`src/rtl/slover_pkg.sv`:
```
// Shared constants and types for the line-by-line nonogram solver.
// SIZE is the default board edge; counts are 7 bits wide everywhere.
package slover_pkg;

  localparam int SIZE  = 3;
  localparam int CNT_W = 7;
  localparam int IDX_W = SIZE;

  localparam logic [CNT_W-1:0] CNT_MAX = 7'd127;

  typedef enum logic [1:0] {
    IDLE      = 2'd0,
    GET_INDEX = 2'd1,
    GET_OPTS  = 2'd2,
    COMMIT    = 2'd3
  } state_e;

endpackage

```
`src/rtl/slover_line_merge.sv`:
```
// Checks one option against the known/assigned slice of a line (MSB = element 0)
// and produces the next AND/OR accumulator values.
module line_merge import slover_pkg::*; #(
  parameter int SIZE = slover_pkg::SIZE
) (
  input  logic [SIZE-1:0] option,
  input  logic [SIZE-1:0] line_known,
  input  logic [SIZE-1:0] line_asg,
  input  logic [SIZE-1:0] and_acc,
  input  logic [SIZE-1:0] or_acc,
  output logic            consistent,
  output logic [SIZE-1:0] and_nxt,
  output logic [SIZE-1:0] or_nxt
);

  assign consistent = ((option ^ line_asg) & line_known) == '0;
  assign and_nxt    = and_acc & option;
  assign or_nxt     = or_acc | option;

endmodule

```
`src/rtl/slover.sv`:
```
// Streaming line solver: takes a line index followed by its candidate options,
// keeps the options consistent with the board, and commits the forced cells.
module slover import slover_pkg::*; #(
  parameter int SIZE = slover_pkg::SIZE
) (
  input  logic                           clk,
  input  logic                           rst,
  input  logic                           started,
  input  logic [SIZE-1:0]                option,
  input  logic                           valid_op,
  input  logic [2*SIZE-1:0][CNT_W-1:0]   old_options_amnt,
  output logic                           put_back_to_FIFO,
  output logic [SIZE-1:0][SIZE-1:0]      assigned,
  output logic [SIZE-1:0][SIZE-1:0]      known,
  output logic [2*SIZE-1:0][CNT_W-1:0]   new_options_amnt,
  output logic                           solved,
  output logic                           error,
  output state_e                         dbg_state
);

  localparam int LINES = 2 * SIZE;

  state_e                        state_q, state_d;
  logic [SIZE-1:0]               idx_q, idx_d;
  logic [SIZE-1:0]               and_q, and_d, or_q, or_d;
  logic [CNT_W-1:0]              rem_q, rem_d, cnt_q, cnt_d;
  logic [SIZE-1:0][SIZE-1:0]     known_q, known_d, asg_q, asg_d;
  logic [LINES-1:0][CNT_W-1:0]   amnt_q, amnt_d;
  logic                          solved_q, solved_d, error_q, error_d;
  logic                          put_back;

  logic [SIZE-1:0]               line_known, line_asg, and_nxt, or_nxt;
  logic                          consistent;
  logic [CNT_W-1:0]              sel_amnt;
  logic                          in_range;

  // Gather the current line's cells, element 0 in the MSB like the option word.
  always_comb begin
    line_known = '0;
    line_asg   = '0;
    for (int k = 0; k < SIZE; k++) begin
      for (int j = 0; j < SIZE; j++) begin
        if (int'(idx_q) == j) begin
          line_known[SIZE-1-k] = known_q[j][k];
          line_asg[SIZE-1-k]   = asg_q[j][k];
        end
        if (int'(idx_q) == SIZE + j) begin
          line_known[SIZE-1-k] = known_q[k][j];
          line_asg[SIZE-1-k]   = asg_q[k][j];
        end
      end
    end
  end

  always_comb begin
    sel_amnt = '0;
    for (int i = 0; i < LINES; i++) begin
      if (int'(option) == i) sel_amnt = old_options_amnt[i];
    end
    in_range = int'(option) < LINES;
  end

  line_merge #(.SIZE(SIZE)) u_merge (
    .option     (option),
    .line_known (line_known),
    .line_asg   (line_asg),
    .and_acc    (and_q),
    .or_acc     (or_q),
    .consistent (consistent),
    .and_nxt    (and_nxt),
    .or_nxt     (or_nxt)
  );

  always_comb begin
    state_d  = state_q;
    idx_d    = idx_q;
    and_d    = and_q;
    or_d     = or_q;
    rem_d    = rem_q;
    cnt_d    = cnt_q;
    known_d  = known_q;
    asg_d    = asg_q;
    amnt_d   = amnt_q;
    error_d  = error_q;
    put_back = 1'b0;

    case (state_q)
      IDLE: begin
        if (started) state_d = GET_INDEX;
      end
      GET_INDEX: begin
        if (valid_op) begin
          idx_d = option;
          rem_d = sel_amnt;
          and_d = '1;
          or_d  = '0;
          cnt_d = '0;
          if (in_range && sel_amnt != '0) state_d = GET_OPTS;
        end
      end
      GET_OPTS: begin
        if (valid_op) begin
          if (consistent) begin
            and_d = and_nxt;
            or_d  = or_nxt;
            if (cnt_q != CNT_MAX) cnt_d = cnt_q + 1'b1;
          end
          rem_d = rem_q - 1'b1;
          if (rem_q == CNT_W'(1)) state_d = COMMIT;
        end
      end
      COMMIT: begin
        put_back = cnt_q > CNT_W'(1);
        state_d  = GET_INDEX;
        if (cnt_q == '0) begin
          error_d = 1'b1;
        end else begin
          // Only unknown cells on this line are touched.
          for (int r = 0; r < SIZE; r++) begin
            for (int c = 0; c < SIZE; c++) begin
              if (!known_q[r][c] && int'(idx_q) == r) begin
                if (and_q[SIZE-1-c]) begin
                  known_d[r][c] = 1'b1;
                  asg_d[r][c]   = 1'b1;
                end else if (!or_q[SIZE-1-c]) begin
                  known_d[r][c] = 1'b1;
                  asg_d[r][c]   = 1'b0;
                end
              end
              if (!known_q[r][c] && int'(idx_q) == SIZE + c) begin
                if (and_q[SIZE-1-r]) begin
                  known_d[r][c] = 1'b1;
                  asg_d[r][c]   = 1'b1;
                end else if (!or_q[SIZE-1-r]) begin
                  known_d[r][c] = 1'b1;
                  asg_d[r][c]   = 1'b0;
                end
              end
            end
          end
        end
        for (int i = 0; i < LINES; i++) begin
          if (int'(idx_q) == i) amnt_d[i] = cnt_q;
        end
      end
      default: state_d = IDLE;
    endcase

    if (!started) state_d = IDLE;
    solved_d = &known_d;
  end

  always_ff @(posedge clk) begin
    if (rst) begin
      state_q  <= IDLE;
      idx_q    <= '0;
      and_q    <= '0;
      or_q     <= '0;
      rem_q    <= '0;
      cnt_q    <= '0;
      known_q  <= '0;
      asg_q    <= '0;
      amnt_q   <= '0;
      solved_q <= 1'b0;
      error_q  <= 1'b0;
    end else begin
      state_q  <= state_d;
      idx_q    <= idx_d;
      and_q    <= and_d;
      or_q     <= or_d;
      rem_q    <= rem_d;
      cnt_q    <= cnt_d;
      known_q  <= known_d;
      asg_q    <= asg_d;
      amnt_q   <= amnt_d;
      solved_q <= solved_d;
      error_q  <= error_d;
    end
  end

  assign put_back_to_FIFO = put_back;
  assign assigned         = asg_q;
  assign known            = known_q;
  assign new_options_amnt = amnt_q;
  assign solved           = solved_q;
  assign error            = error_q;
  assign dbg_state        = state_q;

endmodule

```
`config.mk`:
```
export PLATFORM = sky130hd
export DESIGN_NAME = slover
export DESIGN_NICKNAME = d
export VERILOG_FILES = /design/src/rtl/slover_pkg.sv /design/src/rtl/slover_line_merge.sv /design/src/rtl/slover.sv
export SDC_FILE = /design/constraint.sdc
export NUM_CORES = 1
export LEC_CHECK = 0
export ABC_CLOCK_PERIOD_IN_PS = 2700
export BUFFER_PORTS_ARGS = -buffer_cell sky130_fd_sc_hd__buf_2
export CORE_UTILIZATION = 40
export DETAILED_ROUTE_END_ITERATION = 7
export PLACE_DENSITY = 0.7
export SLEW_MARGIN = 25
export SYNTH_ARGS = -nofsm -noshare
export SYNTH_HDL_FRONTEND = slang
export SYNTH_SLANG_ARGS = --single-unit
```
`constraint.sdc`:
```
create_clock -name clk -period 2.7 [get_ports clk]
set_input_delay 0.405 -clock clk [delete_from_list [all_inputs] [get_ports clk]]
set_output_delay 0.405 -clock clk [all_outputs]
set_load 0.01 [all_outputs]
```
Yosys cells after proc, flatten, opt, wreduce, memory -nomap -nowiden
Cells that the tools add are included.

word-level totals
  output and inout bits = 65
  word-level logic and storage cells = 276
  register bits after elaboration = 87
  input port bits = 49

operators by class
  multiplexer cells = 174
  equal/unequal tests = 21
  add/sub/neg operators = 2
  magnitude comparators = 2
  bitwise gates (word level) = 6
  reductions and logical operators = 51

operator list
  cell                                                 count
  two-way mux 1 bit                                    145
  two-way mux 7 bit                                    12
  one-hot mux 7 bit (2 select lines)                   2
  equality test 3 bit, second input constant           8
  logical AND 1 bit                                    19
  two-way mux 3 bit                                    6
  two-way mux 9 bit                                    2
  AND reduction 2 bit                                  9
  != test 2 bit, second input constant                 6
  one-hot mux 3 bit (2 select lines)                   2
  zero test 1 bit                                      9
  zero test 3 bit                                      3
  AND reduction 9 bit                                  1
  two-way mux 2 bit                                    4
  AND reduction 4 bit                                  2
  adder 7 x 1 -> 7 bit, second input constant          1
  equality test 7 x 1 -> 1 bit, second input constant  1
  > comparator 7 x 1 -> 1 bit, second input constant   1
  zero test 7 bit                                      1
  != test 7 bit, second input constant                 1
  nonzero test 7 bit                                   1
  subtractor 7 x 1 -> 7 bit, second input constant     1
  bitwise AND 3 bit                                    2
  equality test 3 x 2 -> 1 bit, second input constant  2
  12 further kinds                                     15

Logic depth before layout (Yosys ltp)
Gate-level depths: netlist (run 1).

  word-level depth = 13
  gate-level depth with buffers = 10

Hierarchy
From an unflattened synthesis (run 1), not the netlist that was laid out.

second synthesis, totals
  cells, all modules = 601
  area, all modules = 4703.3 um^2

by module, submodules not included
  module      area each (um^2)  sequential area each (um^2)  cells each  instances
  slover      4628.2            1741.7                       591         1
  line_merge  75.1              0.0                          10          1

Worst setup path after synthesis (run 1)
OpenSTA, ideal clock, no wires.

  kind = in2reg
  start = input port option[0]
  end = register state_q[1] (netlist: dbg_state[1])
  cell stages on the path = 10
  data arrival time = 2280 ps
  slack = 335 ps
  data required time = 2614 ps
  cells stage by stage = buf_2 -> buf_2 -> buf_1 -> mux2i_1 -> nor2_1 -> a221oi_1 -> nand4_1 -> o21ai_0 -> nor2_1 -> a211oi_1

on the way
  word-level cells in the longest chain between the ends = 11
  elaborated cells on any way between the ends = 17

RTL lines
  item                                      RTL line       text
  start: declaration                        slover.sv:9    input logic [SIZE-1:0] option,
  zero test 3 bit                           slover.sv:58   if (int'(option) == i) sel_amnt = old_options_amnt[i];
  two-way mux 7 bit (6 in a row)            slover.sv:58
  nonzero test 7 bit                        slover.sv:98   if (in_range && sel_amnt != '0) state_d = GET_OPTS;
  logical AND 1 bit (*)                     slover.sv:98
  != test 2 bit (no source line) (*)        --
  AND reduction 4 bit (no source line) (*)  --
  end signal: assignment                    slover.sv:167  state_q <= state_d;
  end: declaration                          slover.sv:23   state_e state_q, state_d;

Every way passes the cells marked *; elsewhere a longest branch is shown, timed or not.
A chain may end at the register's enable or synchronous reset.

Worst setup path in the final report (run 1)
  start = register idx_q[0]
  end = register cnt_q[1]

on the way
  word-level cells in the longest chain between the ends = 12
  elaborated cells on any way between the ends = 47

RTL lines
  item                                      RTL line                 text
  start: declaration                        slover.sv:24             logic [SIZE-1:0] idx_q, idx_d;
  start signal: assignment                  slover.sv:168            idx_q <= idx_d;
  zero test 3 bit                           slover.sv:43             if (int'(idx_q) == j) begin
  two-way mux 1 bit                         slover.sv:43
  two-way mux 1 bit                         slover.sv:47             if (int'(idx_q) == SIZE + j) begin
  two-way mux 1 bit                         slover.sv:43
  two-way mux 1 bit                         slover.sv:47
  two-way mux 1 bit                         slover.sv:43
  two-way mux 1 bit                         slover.sv:47
  XOR 3 bit                                 slover_line_merge.sv:16  assign consistent = ((option ^ line_asg) & line_known) == '0;
  bitwise AND 3 bit (*)                     slover_line_merge.sv:16
  zero test 3 bit (*)                       slover_line_merge.sv:16
  != test 2 bit (no source line) (*)        --
  AND reduction 5 bit (no source line) (*)  --
  end signal: assignment                    slover.sv:172            cnt_q <= cnt_d;
  end: declaration                          slover.sv:26             logic [CNT_W-1:0] rem_q, rem_d, cnt_q, cnt_d;

Marks and branches as above.

==> results of run 1 <==
worst reg2reg max path, delay by kind of cell, from the launching register on:
kind	cells	cell delay (ns)
AO/OA/AOI/OAI	3	1.06
buffers and inverters	2	0.53
flip-flops	1	0.43
multiplexers	2	0.37
XOR/XNOR	1	0.11
layout make-up:
| class | count | share of cell area |
|---|---|---|
| repair buffers | 146 | 0.140 |
| inverters | 16 | 0.0103 |
| clock inverters | 5 | 0.00710 |
| multi-input cells | 446 | 0.472 |
| clock buffers | 11 | 0.0400 |
| flip-flops and latches | 87 | 0.300 |
| well taps | 143 | 0.0308 |
flip-flops by register name (all words and copies together) (netlist names):
signal,flops
solved,1
cnt_q,7
and_q,3
idx_q,3
new_options_amnt,42
or_q,3
assigned,9
rem_q,7
known,9
error,1
dbg_state,2
synth_stat cells (all sizes together), types with 2 or more instances:
library cell and n:
mux4 2, o2111ai 2, or3b 2, o211ai 2
a221oi 3, a211oi 5, o31ai 3, nand3 21
o32ai 8, nand4 5, and2 2, or4 2
or3 6, a2bb2oi 2, nor2 77, o22ai 9
o21ai 19, a2111oi 3, xor2 2, buf 16
nand2b 6, and3 5, and3b 2, clkbuf 26
inv 15, a31oi 3, nor4b 2, o41ai 2
nand3b 4, a21oi 65, ha 8, nor3 10
nand2 70, a22oi 2, nor2b 8, mux2i 45
o21a 2, o31a 10, dfxtp 87, nor3b 10
logic make-up after synthesis:
kind of cell / Yosys count
simple gates: 239
compound gates: 148
flops: 87
buf+inv: 58
mux: 48
fa+ha+maj: 8
xor+xnor: 3
where the power goes:
| group | internal (W) | switching, W | total [W] |
|---|---|---|---|
| registers | 0.00130 | 0.0000299 | 0.00133 |
| clock network | 0.000633 | 0.000530 | 0.00116 |
| logic | 0.000140 | 0.000189 | 0.000329 |
worst paths after layout:
| check | to | cells after the start | start |
|---|---|---|---|
| worst max-delay path | cnt_q[1] | 8 | idx_q[0] |
| worst min-delay path | dbg_state[0] | 3 | started |
| worst max register to register | cnt_q[1] | 8 | idx_q[0] |
| worst min register to register | new_options_amnt[5] | 2 | new_options_amnt[5] |
routing by layer:
layer  vias to the layer above  part of all wire  GRT usage
met3                        27             0.065     0.0503
met4                         0             0.017     0.0711
met5                         -                 0          0
met2                       165              0.47      0.379
li1                       2346                 -          -
met1                      2320              0.45      0.298
repair_timing:
item,in CTS,in global routing
resized for setup,0,1
setup endpoints to repair,0,5
setup buffers,0,1
through the flow:
step,instances,util
2_1_floorplan,591,-
3_5_place_dp,837,0.482
5_1_grt,854,0.507
6_report,854,0.507
3_3_place_gp,837,0.482
4_1_cts,853,0.506
==> summary.md, run 1 <==
| Metric | Value |
|---|---|
| CP Capture Type | register |
| Chip Height | 111 µm |
| Number of synthesized flops with an enable pin | 0 |
| Synth Area in XOR/XNOR | 0.00554 |
| Pre-CTS WS | ~0.086 ns |
| Clk buf depth | 2 |
| TritonCTS clock tree | built |
| Number of I/O pins | ~110 |
| Commonest non-fill, non-tap cells in the layout | 113 x buf_2, 86 x dfxtp_1, 77 x nor2_1 |
| CP Data Required Time | approximately 3.0 ns |
| # H-tree levels | 3 |
| Worst slew margin | 0.507 |
| Family with the most delay on the worst path | compound AO/OA/AOI/OAI gates |
| Leak | ~2.4 nW |
| DRC Markers | 0 |
| Clock sinks | 87 |
| Vias per cell | 5.69 |
| WL final | 14.2 mm |
| Skew-Pair Late Insertion Delay | ~0.34 ns |
| Final Cycle Share | 0.957 |
| Syn_nets | about 650 |
| Core area | ~0.011 mm² |
| Initial antenna violation count | 0 |
| Via count | about 4900 |
| Max Slew Vio Count | 0 |
| Min-delay worst type | in2reg |
| Area grow syn2layout | 22.7% |
| Worst path cell trace | buf_4 > xnor2_1 > a2111oi_0 > a221oi_1 > mux2i_1 > a2111oi_4 > buf_4 > mux2i_1 |
| Final hold slack | approximately 0.32 ns |
| Worst VDD drop | between 300 and 400 µV |
| Arr. time, crit path | 2.85 ns |
| Simple-Gate Fraction of Synth Area | 0.240 |
| Max_cap viols | 0 |
| Layout net count | around 760 |
| Final instance area | roughly 0.0058 mm² |
| Synth top area share | 0.367 |
| Reg-to-reg setup timing slack | around 0.12 ns |
| Cts-stage hold buffer count | 0 |
| Clk_skew | between 0.01 and 0.015 ns |
| Ys async rst share | 0 |
| Gpl congestion | ~0.93 |
| CTS Root Cell | clkbuf_16 |
| Wire per inst | approximately 17 µm |
| Initial Util | 0.413 |
| Multiplexer area fraction after synthesis | 0.107 |
| Buffers on Ports | between 100 and 150 |
| Final Hold Fails | 0 |
| Placed instance area | around 0.0055 mm² |
| Critical path peak fanout | 26 |
| Min Tclk post-route | around 2.6 ns |
| Buffers & Inverters on Critical Path | 2 |
| Critical Path Slowest Stage Cell | a2111oi_4 |
| Synth Instances | a little under 600 |
| Final Power | roughly 0.0028 W |
| Top FF cell, synth | dfxtp_1 |
| Num CTS Buffers | 9 |
| Area leader, netlist | dfxtp_1 |
| F_max | about 390 MHz |
| Fill count | between 1000 and 1500 |
| Largest net degree at the start of global routing | 38 |
| Die area | 0.0123 mm² |
| Worst Setup Path Type | reg2reg |
| HPWL after DPL | roughly 10 mm |
| Sequential area share after synthesis | 0.367 |
| Worst Setup Slack, final | between 0.1 and 0.15 ns |
| Most common cell after layout, fill and taps aside | buf_2 |
| RSZ-0062 raised after global routing | false |
| Final setup vio count | 0 |
| Multi-input gate area | roughly 0.0027 mm² |
| First-pass GRT wire length | between 20 and 25 mm |
| PwrDens | 485 mW/mm² |
| Total global-route track usage | 0.230 |
| Total grt overflow | 0 |
| Post-DRT Antenna Nets | 0 |
| Clock Pin Slew Worst Setup and Hold Paths | around 0.070 ns |
| Compound-gate portion of the synthesized area | 0.205 |
| Antenna fix cells | 0 |
| Least-Margin Pin Slew | about 0.74 ns |
| Core Rows | 39 |
| Setup_tns | 0 ns |
| Die width | ~110 µm |
| Share of layout cells above drive strength 1 | 0.245 |
| Synth Area in Adders | 0.0211 |
| Post-synth cell types | 69 |
| Element type at the critical path start | register |
| FF/Latch Area | 0.00174 mm² |
| #FFs+latches synth | 87 |
| Post-Syn Area | 0.00474 mm² |
| Vias in the first global route | 4545 |
| Synth Warn # | 0 |
| TritonRoute pass-1 iters | 5 |
| Slowest stage delay, CP | around 0.54 ns |
| Largest family of logic cells by synthesized area | simple AND/OR/NAND/NOR gates |
| Status | complete, no violations |
| Syn avg cell area | 8.02 µm² |
| DRT iter0 DRCs | between 400 and 500 |
| Synth top area cells | dfxtp_1 37%, mux2i_1 9.5%, a21oi_1 6.9%, nor2_1 6.1%, nand2_1 5.5% |
(Power assumes the default switching activity.)
==> run 2: changes to the inputs <==
- BUFFER_PORTS_ARGS: -buffer_cell sky130_fd_sc_hd__buf_2 -> -buffer_cell sky130_fd_sc_hd__buf_4
==> run 2 against run 1 <==
- sequential power about the same
- register-to-register slack about the same
- utilization grew 2.8 points
- sequential cell count did not move
- critical path type unchanged
- largest power group unchanged
==> summary.md, run 2 (synthesized netlist as in run 1, its figures left out) <==
| Metric | Value |
|---|---|
| Final Hold Fails | 0 (unchanged) |
| Worst Setup Path Type | reg2reg (unchanged) |
| Fill count | 1104 (was 1103) |
| Min Tclk post-route | 2.59 ns (was 2.58 ns) |
| Clk_skew | 0.00448 ns (was 0.0104 ns) |
| Max reg flops | 42 (unchanged) |
| # H-tree levels | 3 (unchanged) |
| Status | complete, no violations (unchanged) |
| Max Slew Vio Count | 0 (unchanged) |
| Min-delay worst type | in2reg (unchanged) |
| Buffers on Ports | 113 (unchanged) |
| Initial antenna violation count | 0 (unchanged) |
| Hold depth | 3 (unchanged) |
| Wire per inst | 17.1 µm (was 16.7 µm) |
| Cts-stage hold buffer count | 0 (unchanged) |
| Total grt overflow | 0 (unchanged) |
| Total global-route track usage | 0.239 (was 0.230) |
| Final setup vio count | 0 (unchanged) |
| Antenna fix cells | 0 (unchanged) |
| CP Data Required Time | 2.93 ns (was 2.97 ns) |
| Clock Pin Slew Worst Setup and Hold Paths | 0.07 ns (about the same) |
| Die width | 111 µm (unchanged) |
| Number of I/O pins | 114 (unchanged) |
| CTS Root Cell | clkbuf_16 (unchanged) |
| Core area | 0.0115 mm² (unchanged) |
| Critical path peak fanout | 7 (was 26) |
| Least-Margin Pin Slew | 0.723 ns (was 0.740 ns) |
| Num CTS Buffers | 9 (unchanged) |
| Min-Delay Endpoint | dbg_state[0] (unchanged) |
| Worst slew margin | 0.516 (was 0.507) |
| Vias per cell | 5.71 (was 5.69) |
| Worst Setup Slack, final | 0.111 ns (was 0.117 ns) |
| Leak | 2.48 nW (was 2.43 nW) |
| Chip Height | 111 µm (unchanged) |
| Reg-to-reg setup timing slack | 0.11 ns (was 0.12 ns) |
| Largest net degree at the start of global routing | 33 (was 38) |
| Clk buf depth | 2 (unchanged) |
| HPWL after DPL | 10.7 mm (was 10.4 mm) |
| Gpl congestion | 0.889 (was 0.934) |
| Layout net count | 763 (unchanged) |
| Vias in the first global route | 4618 (was 4545) |
| First-pass GRT wire length | 23.4 mm (was 22.9 mm) |
| TritonRoute pass-1 iters | 5 (unchanged) |
| Pre-CTS WS | 0.0987 ns (was 0.0858 ns) |
| Clock sinks | 87 (unchanged) |
| Max_cap viols | 0 (unchanged) |
| Arr. time, crit path | 2.82 ns (was 2.85 ns) |
| Setup_tns | 0 ns (unchanged) |
| Via count | 4877 (was 4858) |
| F_max | 386 MHz (was 387 MHz) |
| Most common cell after layout, fill and taps aside | buf_4 (was buf_2) |
| PwrDens | 480 mW/mm² (was 485 mW/mm²) |
| WL final | 14.6 mm (was 14.2 mm) |
| Final Cycle Share | 0.959 (was 0.957) |
| Die area | 0.0123 mm² (unchanged) |
| TritonCTS clock tree | built (unchanged) |
| DRC Markers | 0 (unchanged) |
| Area grow syn2layout | 29.4% (was 22.7%) |
| R2R cell count | 9 (was 8) |
| Worst r2r src | idx_q[0] (unchanged) |
| Share of layout cells above drive strength 1 | 0.245 (unchanged) |
| Initial Util | 0.413 (unchanged) |
| Element type at the critical path start | register (unchanged) |
| Hold Crit Start | started (unchanged) |
| Core Rows | 39 (unchanged) |
| Post-DRT Antenna Nets | 0 (unchanged) |
| Worst VDD drop | 353 µV (was 390 µV) |
| CP Capture Type | register (unchanged) |
| Multi-input gate area | 0.00275 mm² (about the same) |
| DRT iter0 DRCs | 368 (was 429) |
| RR Endpoint | cnt_q[0] (was cnt_q[1]) |
| Skew-Pair Late Insertion Delay | 0.35 ns (was 0.34 ns) |
| FF/Latch Area | 0.00174 mm² (unchanged) |
| RSZ-0062 raised after global routing | false (unchanged) |
| Commonest non-fill, non-tap cells in the layout | 145 x buf_4, 86 x dfxtp_1, 77 x nor2_1 (was 113 x buf_2, 86 x dfxtp_1, 77 x nor2_1) |
[run 2: cell count changes in the layout (fill, tap and decap cells not counted)]
cell / before / now
a2111oi_0: 2 / 1
a2111oi_1: 0 / 1
buf_12: 0 / 1
buf_2: 113 / 0
buf_4: 33 / 145
bufinv_16: 0 / 1
clkinvlp_4: 2 / 1
[run 2: worst max-delay path by stage]
stage,from,endpoint,depth (start not counted)
final,idx_q[0],cnt_q[0],9
after global routing,idx_q[0],cnt_q[3],8
after CTS,idx_q[2],cnt_q[2],8
after detailed placement,idx_q[2],cnt_q[2],8
after global placement,idx_q[0],or_q[2],7
after floorplan,option[0],dbg_state[1],10
[run 2: area by class of cell]
| class | instances | area share |
|---|---|---|
| flip-flops and latches | 87 | 0.284 |
| repair buffers | 146 | 0.181 |
| inverters | 16 | 0.00979 |
| clock inverters | 5 | 0.0104 |
| multi-input cells | 446 | 0.448 |
| well taps | 143 | 0.0292 |
| clock buffers | 11 | 0.0379 |
[run 2: power breakdown]
group	internal (W)	total, W	leakage, nW	switching, W
Clock	0.000726	0.00126	0.141	0.000531
Combinational	0.000164	0.000353	1.63	0.000190
Sequential	0.00130	0.00133	0.703	0.0000311
Total	0.00219	0.00294	2.48	0.000752
[run 2: stage by stage]
step / util / hold slack (ns) / cell area (µm²) / cells / total power [W]
after global placement: 0.507 / 0.449 / 5820 / 836 / 0.00170
after detailed placement: 0.507 / 0.451 / 5820 / 836 / 0.00171
after floorplan: - / 0.444 / 4740 / 591 / 0.00157
final: 0.535 / 0.344 / 6130 / 854 / 0.00294
after CTS: 0.533 / 0.335 / 6110 / 852 / 0.00296
after global routing: 0.535 / 0.352 / 6130 / 854 / 0.00306
[run 2: metal layers]
layer	global-route usage	wire length (µm)
met1	0.302	6300
met2	0.390	6930
met3	0.0519	961
met4	0.103	417
met5	0	0
[run 2: timing repair]
action | in CTS | in global routing
setup endpoints to repair | 0 | 7
gates resized for setup | 0 | 2
buffers inserted | 0 | 2
[run 2: worst max-delay path, stage by stage, from the launching register on]
cell and delay, ns:
dfxtp_2 0.40, mux2i_1 0.21, mux2_2 0.34, or4b_2 0.66, o32ai_2 0.26, a2111oi_4 0.13
buf_4 0.19, buf_4 0.14, nand4_1 0.08, o31ai_1 0.08
==> run 3: changes to the inputs <==
- BUFFER_PORTS_ARGS: -buffer_cell sky130_fd_sc_hd__buf_4 -> default
- DONT_BUFFER_PORTS: default -> 1
- PLACE_DENSITY: 0.7 -> 0.61
==> run 3 against run 2 <==
- clock power about the same
- routed wire length decreased by 3.1%
- cell count decreased by 13%
- fmax decreased by 0.41%
- highest routed layer unchanged
==> summary.md, run 3 (synthesized netlist as in run 1, its figures left out) <==
| Metric | Value |
|---|---|
| Status | complete, no violations (unchanged) |
| Core area | 0.0115 mm² (unchanged) |
| Core Rows | 39 (unchanged) |
| Worst Setup Path Type | reg2reg (unchanged) |
| Worst slew margin | 0.515 (was 0.516) |
| Final setup vio count | 0 (unchanged) |
| Antenna fix cells | 0 (unchanged) |
| Clk_skew | 0.0116 ns (was 0.00448 ns) |
| Worst r2r src | idx_q[0] (unchanged) |
| Layout net count | 653 (was 763) |
| Element type at the critical path start | register (unchanged) |
| Commonest non-fill, non-tap cells in the layout | 86 x dfxtp_1, 77 x nor2_1, 70 x nand2_1 (was 145 x buf_4, 86 x dfxtp_1, 77 x nor2_1) |
| Cells after DPL | 726 (was 836) |
| RR Endpoint | cnt_q[1] (was cnt_q[0]) |
| TritonCTS clock tree | built (unchanged) |
| PwrDens | 537 mW/mm² (was 480 mW/mm²) |
| Vias per cell | 5.99 (was 5.71) |
| Final Hold Fails | 0 (unchanged) |
| DRT iter0 DRCs | 429 (was 368) |
| Hold depth | 1 (was 3) |
| Min Tclk post-route | 2.60 ns (was 2.59 ns) |
| DRC Markers | 0 (unchanged) |
| Met1 usage | 0.289 (was 0.302) |
| Least-Margin Pin Slew | 0.725 ns (was 0.723 ns) |
| Number of I/O pins | 114 (unchanged) |
| Max_cap viols | 0 (unchanged) |
| Total global-route track usage | 0.230 (was 0.239) |
| Fill count | 1123 (was 1104) |
| Worst path cell trace | mux2i_1 > mux2_2 > or4b_2 > o32ai_4 > a2111oi_4 > buf_4 > buf_4 > mux2i_1 (was mux2i_1 > mux2_2 > or4b_2 > o32ai_2 > a2111oi_4 > buf_4 > buf_4 > nand4_1 > o31ai_1) |
| Vias in the first global route | 4173 (was 4618) |
| Final hold slack | 0.125 ns (was 0.344 ns) |
| Leak | 1.92 nW (was 2.48 nW) |
| Skew-Pair Late Insertion Delay | 0.35 ns (about the same) |
| Buffers on Ports | 0 (was 113) |
| Cts-stage hold buffer count | 0 (unchanged) |
| Area grow syn2layout | 12.2% (was 29.4%) |
| Worst VDD drop | 327 µV (was 353 µV) |
| Final cell count without fillers | 744 (was 854) |
| First-pass GRT wire length | 22.6 mm (was 23.4 mm) |
| Min-delay worst type | in2reg (unchanged) |
| CP Data Required Time | 2.97 ns (was 2.93 ns) |
| Die area | 0.0123 mm² (unchanged) |
| TritonRoute pass-1 iters | 5 (unchanged) |
| CTS Root Cell | clkbuf_16 (unchanged) |
| Hold Crit Start | rst (was started) |
| Initial Util | 0.413 (unchanged) |
| HPWL after DPL | 10.0 mm (was 10.7 mm) |
| CP Capture Type | register (unchanged) |
| Largest net degree at the start of global routing | 80 (was 33) |
| Final Cycle Share | 0.963 (was 0.959) |
| Gpl congestion | 0.907 (was 0.889) |
| # H-tree levels | 3 (unchanged) |
| Setup_tns | 0 ns (unchanged) |
| Num CTS Buffers | 9 (unchanged) |
| RSZ-0062 raised after global routing | false (unchanged) |
| Arr. time, crit path | 2.87 ns (was 2.82 ns) |
| R2R cell count | 8 (was 9) |
| Reg-to-reg setup timing slack | 0.10 ns (was 0.11 ns) |
| Slowest stage delay, CP | 0.68 ns (was 0.66 ns) |
| Clock sinks | 87 (unchanged) |
| F_max | 385 MHz (was 386 MHz) |
| Critical path peak fanout | 8 (was 7) |
| Met3 Use GR | 0.0683 (was 0.0519) |
| WL final | 14.2 mm (was 14.6 mm) |
| Chip Height | 111 µm (unchanged) |
| Die width | 111 µm (unchanged) |
| GR peak layer | met2 (unchanged) |
| GR Layer Usage met2 | 0.371 (was 0.390) |
| Share of layout cells above drive strength 1 | 0.110 (was 0.245) |
| Max reg flops | 42 (unchanged) |
| Total grt overflow | 0 (unchanged) |
| Max Slew Vio Count | 0 (unchanged) |
| Most common cell after layout, fill and taps aside | dfxtp_1 (was buf_4) |
| Critical Path Slowest Stage Cell | or4b_2 (unchanged) |
| Initial antenna violation count | 0 (unchanged) |
| Via count | 4457 (was 4877) |
| Min-Delay Endpoint | assigned[4] (was dbg_state[0]) |
| Clk buf depth | 2 (unchanged) |
| Clock Pin Slew Worst Setup and Hold Paths | 0.08 ns (was 0.07 ns) |
| Wire per inst | 19.0 µm (was 17.1 µm) |
| Post-DRT Antenna Nets | 0 (unchanged) |
-- run 3: how the worst max path moves through the flow --
stage / depth (start not counted) / start / slack (ns) / end
after floorplan: 10 / option[0] / 0.33 / dbg_state[1]
after global placement: 7 / idx_q[0] / 0.18 / or_q[2]
after detailed placement: 8 / idx_q[0] / 0.08 / cnt_q[2]
after CTS: 8 / idx_q[2] / 0.04 / cnt_q[2]
after global routing: 8 / idx_q[0] / 0.004 / cnt_q[1]
final: 8 / idx_q[0] / 0.10 / cnt_q[1]
-- run 3: area by class of cell --
class	count	area, µm²	share of cell area
Clock inverter	7	81.3	0.0153
Multi-Input combinational cell	446	2760	0.519
Tap cell	143	179	0.0337
Sequential cell	87	1740	0.328
Timing Repair Buffer	36	270	0.0508
Clock buffer	9	225	0.0424
Inverter	16	60.1	0.0113
-- run 3: power breakdown --
group          switching (W)  total, W  internal [W]
registers          0.0000305   0.00133       0.00130
logic               0.000146  0.000262      0.000116
clock network       0.000601   0.00126      0.000662
-- run 3: through the flow --
stage | total power, W | util | area (µm²) | setup WS (ns)
2_1_floorplan | 0.00157 | - | 4740 | 0.335
3_3_place_gp | 0.00161 | 0.434 | 4980 | 0.176
3_5_place_dp | 0.00161 | 0.434 | 4980 | 0.0767
4_1_cts | 0.00288 | 0.461 | 5290 | 0.0426
5_1_grt | 0.00296 | 0.464 | 5320 | 0.00436
6_report | 0.00286 | 0.464 | 5320 | 0.100
-- run 3: what timing repair did --
action	in CTS	in global routing
endpoints found under the setup margin	0	7
setup buffers	0	2
gates resized for setup	0	2
-- run 3: critical path, delay by kind of cell (launching register included) --
family                 cells  cell delay, ns
AO/OA/AOI/OAI              2            0.32
flip-flops                 1            0.45
buffers and inverters      2            0.32
multiplexers               3            0.75
AND/OR/NAND/NOR            1            0.68
-- run 3: per-layer routing --
metal,up-vias,share of wire
met4,0,0.028
met2,180,0.46
met5,-,0
met1,2112,0.43
li1,2131,-
met3,34,0.082
